File: src/rtl/cc_game_pkg.sv
`default_nettype none
// ============================================================================
//  Module  : cc_game_pkg
//  Brief   : Shared select codes, LFSR defaults and bus widths for the
//            pattern multiplexer and its control sequencer.
//  Rev     : 1.0  initial release
// ============================================================================
package cc_game_pkg;

   localparam int SELECTWIDTH = 2;
   localparam int RANDOMWIDTH = 4;

   localparam logic [SELECTWIDTH-1:0] SEL_COMIENZO = 2'd0;
   localparam logic [SELECTWIDTH-1:0] SEL_RANDOM   = 2'd1;
   localparam logic [SELECTWIDTH-1:0] SEL_TRANSI   = 2'd2;
   localparam logic [SELECTWIDTH-1:0] SEL_PIERDO   = 2'd3;

   // x^4 + x^3 + 1, Fibonacci form
   localparam logic [RANDOMWIDTH-1:0] LFSR_SEED = 4'b1001;
   localparam logic [RANDOMWIDTH-1:0] LFSR_TAPS = 4'b1100;

endpackage
`default_nettype wire

File: src/rtl/cc_lfsr_gen.sv
`default_nettype none
// ============================================================================
//  Module  : cc_lfsr_gen
//  Brief   : Fibonacci LFSR with step/reload control and lock-up recovery.
//  Rev     : 1.0  initial release
// ============================================================================
module cc_lfsr_gen
   import cc_game_pkg::*;
#(
   parameter int                 WIDTH = RANDOMWIDTH,
   parameter logic [WIDTH-1:0]   SEED  = LFSR_SEED,
   parameter logic [WIDTH-1:0]   TAPS  = LFSR_TAPS
) (
   input  logic               clk,
   input  logic               rst_n,
   input  logic               step,
   input  logic               reload,
   output logic [WIDTH-1:0]   value
);

   logic [WIDTH-1:0] value_q;
   logic [WIDTH-1:0] value_d;
   logic             feedback;

   always_comb begin
      feedback = ^(value_q & TAPS);
      value_d  = value_q;
      if (reload) begin
         value_d = SEED;
      end else if (step) begin
         // An all-zero register would never leave zero, so recover via SEED
         if (value_q == '0) begin
            value_d = SEED;
         end else begin
            value_d = {value_q[WIDTH-2:0], feedback};
         end
      end
   end

   always_ff @(posedge clk or negedge rst_n) begin
      if (!rst_n) begin
         value_q <= SEED;
      end else begin
         value_q <= value_d;
      end
   end

   assign value = value_q;

endmodule
`default_nettype wire

File: src/rtl/cc_mux4_select_sequencer.sv
`default_nettype none
// ============================================================================
//  Module  : cc_mux4_select_sequencer
//  Brief   : Game-phase FSM driving the 4-way pattern mux select, RANDOM
//            pattern source and pattern-register load strobe.
//            Optional feature macro: CC_SEQ_PAUSE_EN (adds CC_SEQ_pause_In).
//  Rev     : 1.0  initial release
// ============================================================================
module cc_mux4_select_sequencer
   import cc_game_pkg::*;
#(
   parameter int                            SEQ_SELECTWIDTH  = SELECTWIDTH,
   parameter int                            SEQ_RANDOMWIDTH  = RANDOMWIDTH,
   parameter int                            SEQ_LEVELWIDTH   = 3,
   parameter int                            SEQ_LEVEL_TICKS  = 16,
   parameter int                            SEQ_TRANSI_TICKS = 4,
   parameter logic [SEQ_RANDOMWIDTH-1:0]    SEQ_LFSR_SEED    = LFSR_SEED,
   parameter logic [SEQ_RANDOMWIDTH-1:0]    SEQ_LFSR_TAPS    = LFSR_TAPS
) (
   input  logic                          CC_SEQ_CLOCK_50,
   input  logic                          CC_SEQ_RESET_InLow,
   input  logic                          CC_SEQ_tick_In,
   input  logic                          CC_SEQ_start_In,
   input  logic                          CC_SEQ_lose_In,
`ifdef CC_SEQ_PAUSE_EN
   input  logic                          CC_SEQ_pause_In,
`endif
   output logic [SEQ_SELECTWIDTH-1:0]    CC_SEQ_select_Out,
   output logic [SEQ_RANDOMWIDTH-1:0]    CC_SEQ_random_Out,
   output logic                          CC_SEQ_load_Out,
   output logic [SEQ_LEVELWIDTH-1:0]     CC_SEQ_level_Out
);

   localparam logic [SEQ_SELECTWIDTH-1:0] ST_COMIENZO = SEQ_SELECTWIDTH'(SEL_COMIENZO);
   localparam logic [SEQ_SELECTWIDTH-1:0] ST_RANDOM   = SEQ_SELECTWIDTH'(SEL_RANDOM);
   localparam logic [SEQ_SELECTWIDTH-1:0] ST_TRANSI   = SEQ_SELECTWIDTH'(SEL_TRANSI);
   localparam logic [SEQ_SELECTWIDTH-1:0] ST_PIERDO   = SEQ_SELECTWIDTH'(SEL_PIERDO);

   localparam int CNT_MAX = (SEQ_LEVEL_TICKS > SEQ_TRANSI_TICKS) ? SEQ_LEVEL_TICKS
                                                                 : SEQ_TRANSI_TICKS;
   localparam int CNT_W   = $clog2(CNT_MAX + 1);

   localparam logic [CNT_W-1:0]          LEVEL_LAST  = CNT_W'(SEQ_LEVEL_TICKS - 1);
   localparam logic [CNT_W-1:0]          TRANSI_LAST = CNT_W'(SEQ_TRANSI_TICKS - 1);
   localparam logic [SEQ_LEVELWIDTH-1:0] LEVEL_MAX   = '1;

   logic                       clk;
   logic                       rst_n;
   logic                       tick_eff;
   logic                       start_edge;

   logic [SEQ_SELECTWIDTH-1:0] state_q, state_d;
   logic [CNT_W-1:0]           cnt_q, cnt_d;
   logic [SEQ_LEVELWIDTH-1:0]  level_q, level_d;
   logic                       start_q, start_d;
   logic                       load_q, load_d;
   logic                       lfsr_step;
   logic                       lfsr_reload;

   assign clk   = CC_SEQ_CLOCK_50;
   assign rst_n = CC_SEQ_RESET_InLow;

`ifdef CC_SEQ_PAUSE_EN
   // Pause only masks ticks; lose and start stay live so the game can still end/restart
   assign tick_eff = CC_SEQ_tick_In & ~CC_SEQ_pause_In;
`else
   assign tick_eff = CC_SEQ_tick_In;
`endif

   assign start_edge = CC_SEQ_start_In & ~start_q;

   always_comb begin
      state_d     = state_q;
      cnt_d       = cnt_q;
      level_d     = level_q;
      start_d     = CC_SEQ_start_In;
      load_d      = tick_eff;
      lfsr_step   = 1'b0;
      lfsr_reload = 1'b0;

      case (state_q)
         ST_COMIENZO: begin
            if (start_edge) begin
               state_d = ST_RANDOM;
               cnt_d   = '0;
            end
         end
         ST_RANDOM: begin
            if (tick_eff) begin
               lfsr_step = 1'b1;
               if (cnt_q == LEVEL_LAST) begin
                  state_d = ST_TRANSI;
                  cnt_d   = '0;
                  if (level_q != LEVEL_MAX) begin
                     level_d = level_q + 1'b1;
                  end
               end else begin
                  cnt_d = cnt_q + 1'b1;
               end
            end
            // Losing overrides a coincident level-up
            if (CC_SEQ_lose_In) begin
               state_d = ST_PIERDO;
               cnt_d   = '0;
               level_d = level_q;
            end
         end
         ST_TRANSI: begin
            if (tick_eff) begin
               if (cnt_q == TRANSI_LAST) begin
                  state_d = ST_RANDOM;
                  cnt_d   = '0;
               end else begin
                  cnt_d = cnt_q + 1'b1;
               end
            end
         end
         ST_PIERDO: begin
            if (start_edge) begin
               state_d     = ST_COMIENZO;
               level_d     = '0;
               lfsr_reload = 1'b1;
            end
         end
         default: begin
            state_d = ST_COMIENZO;
            cnt_d   = '0;
         end
      endcase
   end

   always_ff @(posedge clk or negedge rst_n) begin
      if (!rst_n) begin
         state_q <= ST_COMIENZO;
         cnt_q   <= '0;
         level_q <= '0;
         start_q <= 1'b0;
         load_q  <= 1'b0;
      end else begin
         state_q <= state_d;
         cnt_q   <= cnt_d;
         level_q <= level_d;
         start_q <= start_d;
         load_q  <= load_d;
      end
   end

   cc_lfsr_gen #(
      .WIDTH  (SEQ_RANDOMWIDTH),
      .SEED   (SEQ_LFSR_SEED),
      .TAPS   (SEQ_LFSR_TAPS)
   ) u_lfsr (
      .clk    (clk),
      .rst_n  (rst_n),
      .step   (lfsr_step),
      .reload (lfsr_reload),
      .value  (CC_SEQ_random_Out)
   );

   assign CC_SEQ_select_Out = state_q;
   assign CC_SEQ_load_Out   = load_q;
   assign CC_SEQ_level_Out  = level_q;

endmodule
`default_nettype wire

File: config.mk
export PLATFORM = sky130hd
export DESIGN_NAME = cc_mux4_select_sequencer
export DESIGN_NICKNAME = d
export VERILOG_FILES = /design/src/rtl/cc_game_pkg.sv /design/src/rtl/cc_lfsr_gen.sv /design/src/rtl/cc_mux4_select_sequencer.sv
export SDC_FILE = /design/constraint.sdc
export NUM_CORES = 1
export LEC_CHECK = 0
export BUFFER_PORTS_ARGS = -buffer_cell sky130_fd_sc_hd__clkbuf_2
export CAP_MARGIN = 20
export CORE_MARGIN = 4
export CORE_UTILIZATION = 45
export DETAILED_ROUTE_END_ITERATION = 8
export MAX_ROUTING_LAYER = met4
export PLACE_DENSITY = 0.71
export SKIP_CTS_REPAIR_TIMING = 1
export SYNTH_ARGS = -nofsm -noshare
export SYNTH_HDL_FRONTEND = slang
export SYNTH_SLANG_ARGS = --single-unit
File: constraint.sdc
create_clock -name CC_SEQ_CLOCK_50 -period 2.04 [get_ports CC_SEQ_CLOCK_50]
set_clock_uncertainty 0.2 [all_clocks]
set_input_delay 0.408 -clock CC_SEQ_CLOCK_50 [delete_from_list [all_inputs] [get_ports CC_SEQ_CLOCK_50]]
set_output_delay 0.408 -clock CC_SEQ_CLOCK_50 [all_outputs]
set_load 0.05 [all_outputs]
==> results.md <==
* Outcome: finished, violations left
* Failing checks: setup timing
* Critical path peak fanout at 3
* Worst-margin pin slew at 0.394 ns
* Post-synth top cells: dfrtp_1, ha_1, inv_1
* Gr usage total at 15.3%
* DR iter-0 viols at 23
* Site Rows at 16
* Global route overflow at 0
* Fin util at 61.6%
* Clk sink count at 16
* CTS tree: yes
* FILL cells at 157
* Nets at 132
* Hold Path Sink: start_q$_DFF_PN0_
* IO buf count at 14
* Mapped Area at 953 µm²
* Setup ws final at -0.0191 ns
* Avg Inst Size Synth at 10.5 µm²
* Storage cell area at 408 µm²
* Worst r2r path cells at 8
* I/O Pins at 15
* Leak at 0.000602 µW
* Final setup violation count at 4
* Synth area leaders: dfrtp_1, ha_1, mux2_2
* Pins Over Slew Limit at 0
* Flops & latches, synth at 16
* Min Tclk post-route at 2.06 ns
* Maxcap violations at 0
* WHS at 0.0387 ns
* Via count at 764
* Synth warn at 0
* WP data required at 2.02 ns
* Worst-path clk slew at 0.09 ns
* Capturing point of the worst reg2reg path: CC_SEQ_level_Out[2]$_DFFE_PN0P_
* Wire per inst at 13.7 µm
* Worst Hold Depth at 1
* Pwr Total at 1890 µW
* Post-synth EDFFs at 0
* Final wirelength at 1960 µm
* Maximum number of pins on one net before global-route repair at 17
* Die width at 54.0 µm
* Via-to-Cell Ratio at 5.34
* CTS buffer count at 3
* Worst EP arrival at 2.04 ns
* Die area at 0.00292 mm²
* Top-area cell type share of the netlist area at 36.7%
* Ys async rst share at 100%
* Initial Util at 48.1%
* Final cycle utilization of the critical path at 101%
* DRC at 0
* Worst reg2reg path startpoint: cnt_q[1]$_DFFE_PN0P_
* Synth Flop Type: dfrtp_1
* Peak supply drop at 1.11 mV
* CTS Buffer Depth at 2
* Clock latency on the worst-skew pair at 0.29 ns
* Hold crit path type: in2reg
* Most frequent cell after synthesis: dfrtp_1
* Area of the multi-input gates at 587 µm²
* Clock root buffer: clkbuf_4
* Layout cells sized above 1 at 43.1%
* Initial antenna violation count at 0
* Cells after synthesis at 91
* Fin. Hold Viols at 0
* Post-synth top area cell: dfrtp_1
* RSZ-0062 raised after global routing: true
* Cell variety after synth at 29
* Hold_sp: CC_SEQ_start_In
* Die height at 54.0 µm
* Gp weighted congestion at 0.770
* Core Region at 0.00198 mm²
* Fmax at 486 MHz
* Antenna Nets Post-Route at 0
* Pre-antenna DRT Iters at 4
* Power Density at 1550 mW/mm²
* CP Capture Type: flop
* Vias in the first global route at 665
* Area Overhead vs Synth at 28.1%
* Slew HR at 73.7%
* R2R Setup Slk at -0.02 ns
* DPL Wire Length at 1470 µm
* Synthesized Nets at 106
* Startpoint types: flop
* Wire length of the first global-routing pass at 3080 µm
* Sequential cell area fraction in the yosys report at 42.3%
* # diodes at 0
* Crit path kind: reg2reg
* Htree depth at 1
==> kinds of logic (layout without fill, tap and decap cells) <==
group,Yosys count,count (layout),synth area share (%)
simple gates,24,24,14.4
compound gates,22,22,16.0
flops,16,16,42.3
fa+ha+maj,10,10,13.1
buf+inv,10,35,4.07
mux,9,9,10.1
==> sequential cells by signal, summed over array words and instances, names as in the netlist <==
| signal | flops |
|---|---|
| cnt_q | 5 |
| CC_SEQ_select_Out | 2 |
| CC_SEQ_level_Out | 3 |
| CC_SEQ_load_Out | 1 |
| start_q | 1 |
| u_lfsr.value | 4 |
==> report_power, final <==
part	switching (µW)	leakage (µW)	total (µW)	internal [µW]
registers	93.9	0.000194	531	437
clock network	99.2	0.0000150	175	76.1
logic	722	0.000393	1180	463
==> layout make-up <==
cell class / instances / area share, %
sequential: 16 / 33.4
multi-input combinational: 65 / 48.1
tap: 27 / 2.77
clock buffer: 4 / 2.15
timing repair buffer: 22 / 10.9
inverter: 9 / 2.77
==> placed cells by master, fill, tap and decap left out, types with 2 or more instances in the layout <==
| cell | n |
|---|---|
| ha_4 | 2 |
| o31a_1 | 2 |
| nand2_1 | 4 |
| dfrtp_1 | 10 |
| dfstp_2 | 2 |
| nor2b_1 | 3 |
| clkbuf_2 | 14 |
| clkbuf_4 | 3 |
| a22o_2 | 2 |
| ha_1 | 7 |
| o21ai_0 | 3 |
| inv_1 | 8 |
| nor2_1 | 4 |
| mux2i_1 | 4 |
| buf_4 | 7 |
| nor3_1 | 2 |
| a21oi_1 | 7 |
| mux2_4 | 4 |
| dfrtp_2 | 4 |
==> how the worst max path moves through the flow <==
| stage | from | endpoint | slack, ns | cells after the start |
|---|---|---|---|---|
| floorplan | cnt_q[0]$_DFFE_PN0P_ | CC_SEQ_select_Out[0]$_DFFE_PN0P_ | 0.01 | 7 |
| global placement | cnt_q[0]$_DFFE_PN0P_ | CC_SEQ_select_Out[0]$_DFFE_PN0P_ | 0.008 | 7 |
| detailed placement | cnt_q[0]$_DFFE_PN0P_ | CC_SEQ_level_Out[2]$_DFFE_PN0P_ | -0.05 | 8 |
| CTS | cnt_q[0]$_DFFE_PN0P_ | CC_SEQ_level_Out[2]$_DFFE_PN0P_ | -0.06 | 8 |
| global route | cnt_q[0]$_DFFE_PN0P_ | CC_SEQ_level_Out[2]$_DFFE_PN0P_ | -0.10 | 8 |
| finish | cnt_q[1]$_DFFE_PN0P_ | CC_SEQ_level_Out[2]$_DFFE_PN0P_ | -0.02 | 8 |
==> worst max-delay path: stages, from the launching register on <==
cell	delay, ns
dfrtp_1	0.36
ha_2	0.21
nand3_2	0.10
inv_2	0.08
ha_4	0.15
nand2_4	0.05
o31a_1	0.30
a21oi_4	0.20
mux2_4	0.32
==> stage by stage <==
| step | TNS [ns] | instance area [µm²] | std cells | setup WS, ns |
|---|---|---|---|---|
| 2_1_floorplan | 0 | 976 | 91 | 0.0145 |
| 3_3_place_gp | 0 | 1120 | 137 | 0.00758 |
| 3_5_place_dp | -0.149 | 1120 | 137 | -0.0522 |
| 4_1_cts | -0.199 | 1150 | 141 | -0.0620 |
| 5_1_grt | -0.552 | 1220 | 143 | -0.103 |
| 6_report | -0.0465 | 1220 | 143 | -0.0191 |
==> metal layers <==
layer | vias to the layer above | share of wire [%] | GRT usage (%) | wire [µm]
met5 | - | 0 | - | 0
met4 | 0 | 2.0 | 7.47 | 40
met3 | 5 | 3.7 | 3.60 | 72
met2 | 14 | 46 | 21.0 | 908
met1 | 368 | 48 | 21.0 | 936
li1 | 377 | - | - | -
Power figures use the tool's default switching activity.
